$ cat src/rtl/bp_pkg.sv
// Shared definitions for the branch predictor: counter states, default
// geometry and PC index/tag extraction.
package bp_pkg;

  typedef enum logic [1:0] {
    SNT = 2'b00,
    WNT = 2'b01,
    WT  = 2'b10,
    ST  = 2'b11
  } ctr_t;

  localparam ctr_t        CTR_RESET     = WNT;
  localparam int unsigned BP_INDEX_BITS = 6;
  localparam int unsigned BP_TAG_BITS   = 8;

  function automatic logic [31:0] bp_index(input logic [31:0] pc,
                                           input int unsigned index_bits);
    return (pc >> 2) & ((32'd1 << index_bits) - 32'd1);
  endfunction

  function automatic logic [31:0] bp_tag(input logic [31:0] pc,
                                         input int unsigned index_bits,
                                         input int unsigned tag_bits);
    return (pc >> (index_bits + 2)) & ((32'd1 << tag_bits) - 32'd1);
  endfunction

  // Saturating 2-bit update toward the resolved outcome.
  function automatic ctr_t ctr_next(input ctr_t c, input logic taken);
    ctr_t n;
    n = c;
    if (taken && (c != ST))
      n = ctr_t'(c + 2'd1);
    else if (!taken && (c != SNT))
      n = ctr_t'(c - 2'd1);
    return n;
  endfunction

endpackage

$ cat src/rtl/branch_history_table_if.sv
// Fetch-side prediction port and E/M-side training port of the branch predictor.
interface branch_history_table_if;

  logic [31:0] if_pc;
  logic        pred_taken;
  logic [31:0] pred_target;
  logic        pred_hit;

  logic        upd_en;
  logic [31:0] upd_pc;
  logic        upd_taken;
  logic [31:0] upd_target;
  logic        upd_mispredict;

  modport master (
    output if_pc, upd_en, upd_pc, upd_taken, upd_target, upd_mispredict,
    input  pred_taken, pred_target, pred_hit
  );

  modport slave (
    input  if_pc, upd_en, upd_pc, upd_taken, upd_target, upd_mispredict,
    output pred_taken, pred_target, pred_hit
  );

endinterface

$ cat src/rtl/btb_array.sv
// Branch target buffer storage: tag/target/valid, one combinational read,
// one synchronous write, synchronous clear of the valid bits.
module btb_array #(
  parameter int unsigned INDEX_BITS = 6,
  parameter int unsigned TAG_BITS   = 8
) (
  input  logic                  clk,
  input  logic                  rst,
  input  logic [INDEX_BITS-1:0] rd_idx,
  input  logic [TAG_BITS-1:0]   rd_tag,
  output logic                  rd_hit,
  output logic [31:0]           rd_target,
  input  logic                  wr_en,
  input  logic [INDEX_BITS-1:0] wr_idx,
  input  logic [TAG_BITS-1:0]   wr_tag,
  input  logic [31:0]           wr_target
);

  localparam int unsigned ENTRIES = 32'd1 << INDEX_BITS;

  logic [ENTRIES-1:0] valid;
  logic [TAG_BITS-1:0] tag_mem [ENTRIES];
  logic [31:0]         tgt_mem [ENTRIES];

  always_ff @(posedge clk) begin
    if (rst)
      valid <= '0;
    else if (wr_en)
      valid[wr_idx] <= 1'b1;
  end

  // Tag/target need no reset: they are only observed through a valid bit.
  always_ff @(posedge clk) begin
    if (wr_en && !rst) begin
      tag_mem[wr_idx] <= wr_tag;
      tgt_mem[wr_idx] <= wr_target;
    end
  end

  assign rd_hit    = valid[rd_idx] && (tag_mem[rd_idx] == rd_tag);
  assign rd_target = rd_hit ? tgt_mem[rd_idx] : '0;

endmodule

$ cat src/rtl/branch_history_table.sv
// PC-indexed 2-bit saturating-counter branch predictor with branch statistics.
// Define BHT_BTB_EN to build the branch target buffer (tag-qualified prediction).
module branch_history_table
  import bp_pkg::*;
#(
  parameter int unsigned INDEX_BITS = BP_INDEX_BITS,
  parameter int unsigned TAG_BITS   = BP_TAG_BITS
) (
  input  logic                  clk,
  input  logic                  rst,
  branch_history_table_if.slave bus,
  output logic [31:0]           branch_cnt,
  output logic [31:0]           mispredict_cnt
);

  localparam int unsigned ENTRIES = 32'd1 << INDEX_BITS;

  ctr_t                  ctr [ENTRIES];
  logic [INDEX_BITS-1:0] rd_idx;
  logic [INDEX_BITS-1:0] wr_idx;
  ctr_t                  rd_ctr;
  logic                  ctr_taken;

  assign rd_idx    = INDEX_BITS'(bp_index(bus.if_pc, INDEX_BITS));
  assign wr_idx    = INDEX_BITS'(bp_index(bus.upd_pc, INDEX_BITS));
  assign rd_ctr    = ctr[rd_idx];
  assign ctr_taken = (rd_ctr == WT) || (rd_ctr == ST);

  // Reads see registered state only, so a same-cycle update is not bypassed.
  always_ff @(posedge clk) begin
    if (rst) begin
      for (int unsigned i = 0; i < ENTRIES; i++)
        ctr[i] <= CTR_RESET;
      branch_cnt     <= '0;
      mispredict_cnt <= '0;
    end else if (bus.upd_en) begin
      ctr[wr_idx] <= ctr_next(ctr[wr_idx], bus.upd_taken);
      branch_cnt  <= branch_cnt + 32'd1;
      if (bus.upd_mispredict)
        mispredict_cnt <= mispredict_cnt + 32'd1;
    end
  end

`ifdef BHT_BTB_EN
  logic [TAG_BITS-1:0] rd_tag;
  logic [TAG_BITS-1:0] wr_tag;
  logic                btb_hit;
  logic [31:0]         btb_target;

  assign rd_tag = TAG_BITS'(bp_tag(bus.if_pc, INDEX_BITS, TAG_BITS));
  assign wr_tag = TAG_BITS'(bp_tag(bus.upd_pc, INDEX_BITS, TAG_BITS));

  btb_array #(
    .INDEX_BITS(INDEX_BITS),
    .TAG_BITS  (TAG_BITS)
  ) u_btb (
    .clk      (clk),
    .rst      (rst),
    .rd_idx   (rd_idx),
    .rd_tag   (rd_tag),
    .rd_hit   (btb_hit),
    .rd_target(btb_target),
    .wr_en    (bus.upd_en && bus.upd_taken),
    .wr_idx   (wr_idx),
    .wr_tag   (wr_tag),
    .wr_target(bus.upd_target)
  );

  assign bus.pred_hit    = btb_hit;
  assign bus.pred_target = btb_target;
  assign bus.pred_taken  = ctr_taken && btb_hit;
`else
  logic [31:0] unused_upd_target;
  assign unused_upd_target = bus.upd_target;

  assign bus.pred_hit    = 1'b0;
  assign bus.pred_target = '0;
  assign bus.pred_taken  = ctr_taken;
`endif

endmodule

$ cat src/flat_wrapper.sv
// flat-port wrapper written by rule: the top's interface ports become plain ports
module branch_history_table_flat import bp_pkg::*;
#(
  parameter int unsigned INDEX_BITS = BP_INDEX_BITS,
  parameter int unsigned TAG_BITS   = BP_TAG_BITS
)
  (clk, rst, branch_cnt, mispredict_cnt, bus_if_pc, bus_upd_en, bus_upd_pc, bus_upd_taken, bus_upd_target, bus_upd_mispredict, bus_pred_taken, bus_pred_target, bus_pred_hit);
  branch_history_table_if bus_i ();
  input  logic clk;
  input  logic rst;
  output logic [31:0] branch_cnt;
  output logic [31:0] mispredict_cnt;
  input wire logic [$bits(bus_i.if_pc)-1:0] bus_if_pc;
  input wire logic [$bits(bus_i.upd_en)-1:0] bus_upd_en;
  input wire logic [$bits(bus_i.upd_pc)-1:0] bus_upd_pc;
  input wire logic [$bits(bus_i.upd_taken)-1:0] bus_upd_taken;
  input wire logic [$bits(bus_i.upd_target)-1:0] bus_upd_target;
  input wire logic [$bits(bus_i.upd_mispredict)-1:0] bus_upd_mispredict;
  output wire logic [$bits(bus_i.pred_taken)-1:0] bus_pred_taken;
  output wire logic [$bits(bus_i.pred_target)-1:0] bus_pred_target;
  output wire logic [$bits(bus_i.pred_hit)-1:0] bus_pred_hit;
  assign bus_i.if_pc = bus_if_pc;
  assign bus_i.upd_en = bus_upd_en;
  assign bus_i.upd_pc = bus_upd_pc;
  assign bus_i.upd_taken = bus_upd_taken;
  assign bus_i.upd_target = bus_upd_target;
  assign bus_i.upd_mispredict = bus_upd_mispredict;
  assign bus_pred_taken = bus_i.pred_taken;
  assign bus_pred_target = bus_i.pred_target;
  assign bus_pred_hit = bus_i.pred_hit;
  branch_history_table #(.INDEX_BITS(INDEX_BITS), .TAG_BITS(TAG_BITS)) u_core (.clk(clk), .rst(rst), .bus(bus_i), .branch_cnt(branch_cnt), .mispredict_cnt(mispredict_cnt));
endmodule
$ cat config.mk
export PLATFORM = sky130hd
export DESIGN_NAME = branch_history_table_flat
export DESIGN_NICKNAME = d
export VERILOG_FILES = /design/src/rtl/bp_pkg.sv /design/src/rtl/branch_history_table_if.sv /design/src/rtl/btb_array.sv /design/src/rtl/branch_history_table.sv /design/src/flat_wrapper.sv
export SDC_FILE = /design/constraint.sdc
export NUM_CORES = 1
export LEC_CHECK = 0
export BUFFER_PORTS_ARGS = -buffer_cell sky130_fd_sc_hd__buf_2
export CAP_MARGIN = 20
export CORE_ASPECT_RATIO = 1.5
export CORE_MARGIN = 2
export CORE_UTILIZATION = 51
export CTS_CLUSTER_DIAMETER = 120
export CTS_CLUSTER_SIZE = 14
export DETAILED_ROUTE_END_ITERATION = 10
export PLACE_DENSITY = 0.88
export SETUP_SLACK_MARGIN = 0.05
export SLEW_MARGIN = 20
export SYNTH_ARGS = -nofsm -noshare
export SYNTH_HDL_FRONTEND = slang
export SYNTH_SLANG_ARGS = --single-unit
$ cat constraint.sdc
create_clock -name clk -period 3.8 [get_ports clk]
set_clock_uncertainty 0.15 [all_clocks]
set_input_delay 0.38 -clock clk [delete_from_list [all_inputs] [get_ports clk]]
set_output_delay 0.38 -clock clk [all_outputs]
set_load 0.03 [all_outputs]
==> out/qor.txt <==
FF+latch count, synth = 192
Fin crit period = 3.55 ns
DRT iter0 DRCs = 776
Leak Pwr = 4.32 nW
Largest net degree at the start of global routing = 111
Synth-to-layout area growth = 12.7%
Antenna diodes = 0
Hold buffers post-CTS = 0
CTS H-tree lvls = 4
Met3 usage = 6.15%
Inserted Clock Buffers = 17
Synth Flop Type = edfxtp_1
Final WL = 26800 µm
Initial antenna violation count = 0
Final setup fails = 0
Grt total ovfl = 0
EDFF count, synth = 128
Ys async rst share = 0%
Cell with the most instances on the worst path = buf_4
Slew Limit Headroom = 27.2%
Root Buffer = clkbuf_16
Vias in the first global route = 8513
Cts repair resizes = 0
Clk slew on worst S/H paths = 0.07 ns
Hold wc startpoint = rst
Drc violations = 0
Post-CTS Setup Bufs = 0
Reg2reg path depth = 13
Core area = 0.0203 mm²
Flop pwr share = 47.3%
Layout Nets = 1195
Crit path launch = bus_upd_pc[3]
Worst-path cell chain = buf_2, buf_4, nand2_1, o22ai_1, a31oi_1, a21oi_1, a2111oi_0, buf_4, and2_1, inv_1, ha_1, mux2_2, a21oi_4, buf_4, o21ai_0
Most Crowded Layer GR = met2
Met2 usage = 44.4%
P per Cell Area = 406 mW/mm²
Outcome = completed
Final Hold Violating Endpoints = 0
Largest area contributor in the netlist = edfxtp_1
Most frequent cells after synthesis = edfxtp_1 (128), nor2_1 (111), nand2_1 (66), dfxtp_1 (64), o21ai_0 (59)
Max clock buf depth = 2
Critical Path AT = 3.57 ns
Full die area = 0.0218 mm²
Global-route usage over all layers = 25.2%
Die span in x = 121 µm
Crit Path Max Fanout = 24
Via count = 8324
GPL Wtd Cong = 0.961
Fmax = 282 MHz
Most frequent cell after synthesis = edfxtp_1
Final Max Slew Viols = 0
RSZ-0062 raised after global routing = no
WL per Instance = 19.6 µm
R2R Path End = u_core.ctr[45][0]
Cell internal pwr = 3.46 mW
Die height = 180 µm
Critical Path Sink Type = register
Area contributors post-synth = edfxtp_1 (37%), dfxtp_1 (12%), mux4_2 (4.9%)
Sequential fraction of the synthesis area = 48.8%
Post-synth cell types = 64
Mapped cell area = 0.0105 mm²
First-pass iteration count of the detailed router = 6
P_sw = 1.35 mW
I/O pins = 199
Sw Share = 28.1%
Max stage delay on crit path = 0.47 ns
# port buffers = 81
Share of the synthesized area in the top cell type = 36.6%
Class of the worst hold path = primary input to register
First-pass GRT wire length = 42900 µm
Share of layout cells above drive strength 1 = 25.7%
CP Launch Type = primary input
Max-cap viol count = 0
Clk pwr share = 36.8%
Reg area = 0.00512 mm²
Worst hold slack = 0.145 ns
Setup tns final = 0 ns
Multi-input gate area = 0.00483 mm²
# rows = 64
Reg2Reg Setup Slack = 0.32 ns
Comb pwr share = 15.8%
Worst slew pin tran = 1.09 ns
Peak supply drop = 0.309 mV
Cell Area, Placed = 0.0113 mm²
Slowest cell on crit path = a2111oi_0
CTS tree = done
Final ANT Viol Nets = 0
Finished Cell Area = 0.0118 mm²
Crit path kind = primary input to register
DP HPWL = 18800 µm
# fillers = 1616
Via density = 6.09
Tcrit/Tclk final = 93.3%
Clock Sink Count = 192
Cells after synthesis = 1004
Met1 usage = 26.6%
Synth Area per Inst = 10.5 µm²
Worst r2r src = u_core.ctr[51][0]
Hold path endpoint = u_core.branch_cnt[12]
Worst-Skew Late Latency = 0.44 ns
Initial core utilization = 51.7%
Hold Path Stages = 2
Synthesis warning total = 0
Critical path required time = 3.82 ns
Fin util = 58.2%
-- state kept, by name, indices dropped and copies added (netlist names) --
| signal | count |
|---|---|
| u_core.ctr | 128 |
| u_core.branch_cnt | 32 |
| u_core.mispredict_cnt | 32 |
-- metal layers --
layer | routed length [µm] | vias to the layer above
met3 | 2640 | 124
met1 | 8780 | 3913
li1 | - | 3747
met4 | 1640 | 0
met2 | 13800 | 540
met5 | 0 | -
-- layout by cell type (no fill, tap or decap), types with 5 or more instances in the layout --
| master | count |
|---|---|
| a21oi_1 | 20 |
| a221oi_1 | 14 |
| and2_1 | 9 |
| and3_1 | 12 |
| buf_12 | 7 |
| buf_2 | 80 |
| buf_4 | 50 |
| clkbuf_16 | 18 |
| clkinv_4 | 5 |
| conb_1 | 33 |
| dfxtp_1 | 64 |
| edfxtp_1 | 128 |
| inv_1 | 11 |
| mux2_2 | 5 |
| mux2i_1 | 32 |
| mux4_2 | 23 |
| nand2_1 | 66 |
| nand2b_1 | 27 |
| nand3_1 | 31 |
| nand4_1 | 10 |
| nor2_1 | 111 |
| nor2_2 | 18 |
| nor2b_1 | 5 |
| nor3_1 | 29 |
| nor3_2 | 12 |
| nor4_1 | 18 |
| o211ai_1 | 5 |
| o21ai_0 | 59 |
| o21bai_1 | 23 |
| o22ai_1 | 6 |
| or2_2 | 41 |
| or3_1 | 12 |
| xnor2_1 | 19 |
| xor2_1 | 31 |
-- power groups by stage --
stage                     logic (mW)  registers (mW)  clock network [mW]
after floorplan                0.525            2.32                   0
after CTS                      0.746            2.28                1.80
final                          0.763            2.28                1.77
after global placement         0.730            2.32                   0
after detailed placement       0.744            2.32                   0
after global routing           0.797            2.28                1.87
-- kinds of logic after synthesis --
kind of cell / share of synthesized area, %
and+or+nand+nor: 20.9
DFF: 48.8
AOI/OAI and AO/OA: 10.3
buffers and inverters: 6.47
muxes: 8.80
xor gates and xnor gates: 4.17
adders and majority gates: 0.476
other: 0.0357
-- worst max-delay path: cells and delay by family --
kind                       cells  cell delay [ns]
adders and majority gates      1             0.20
buffers and inverters          5             1.01
AOI/OAI and AO/OA              6             1.26
muxes                          1             0.30
and+or+nand+nor                2             0.39
-- metrics by stage --
stage / total power [mW] / std cells / setup WS [ns]
floorplan: 2.85 / 1036 / 0.199
global placement: 3.05 / 1335 / 0.0639
detailed placement: 3.07 / 1335 / 0.0142
CTS: 4.82 / 1367 / 0.375
global route: 4.95 / 1367 / 0.115
finish: 4.81 / 1367 / 0.254
-- worst max path at each step --
stage / end / slack, ns
2_1_floorplan: u_core.ctr[38][1] / 0.20
3_3_place_gp: u_core.ctr[18][0] / 0.06
3_5_place_dp: u_core.ctr[20][0] / 0.01
4_1_cts: u_core.ctr[19][0] / 0.37
5_1_grt: u_core.ctr[21][1] / 0.11
6_report: u_core.ctr[45][0] / 0.25
-- layout make-up --
type / count / share of cell area (%)
well taps: 264 / 2.79
multi-input cells: 730 / 40.8
flip-flops and latches: 192 / 43.3
clock inverters: 13 / 1.15
inverters: 12 / 0.380
repair buffers: 137 / 7.73
clock buffers: 19 / 3.84
(Power assumes the default switching activity.)
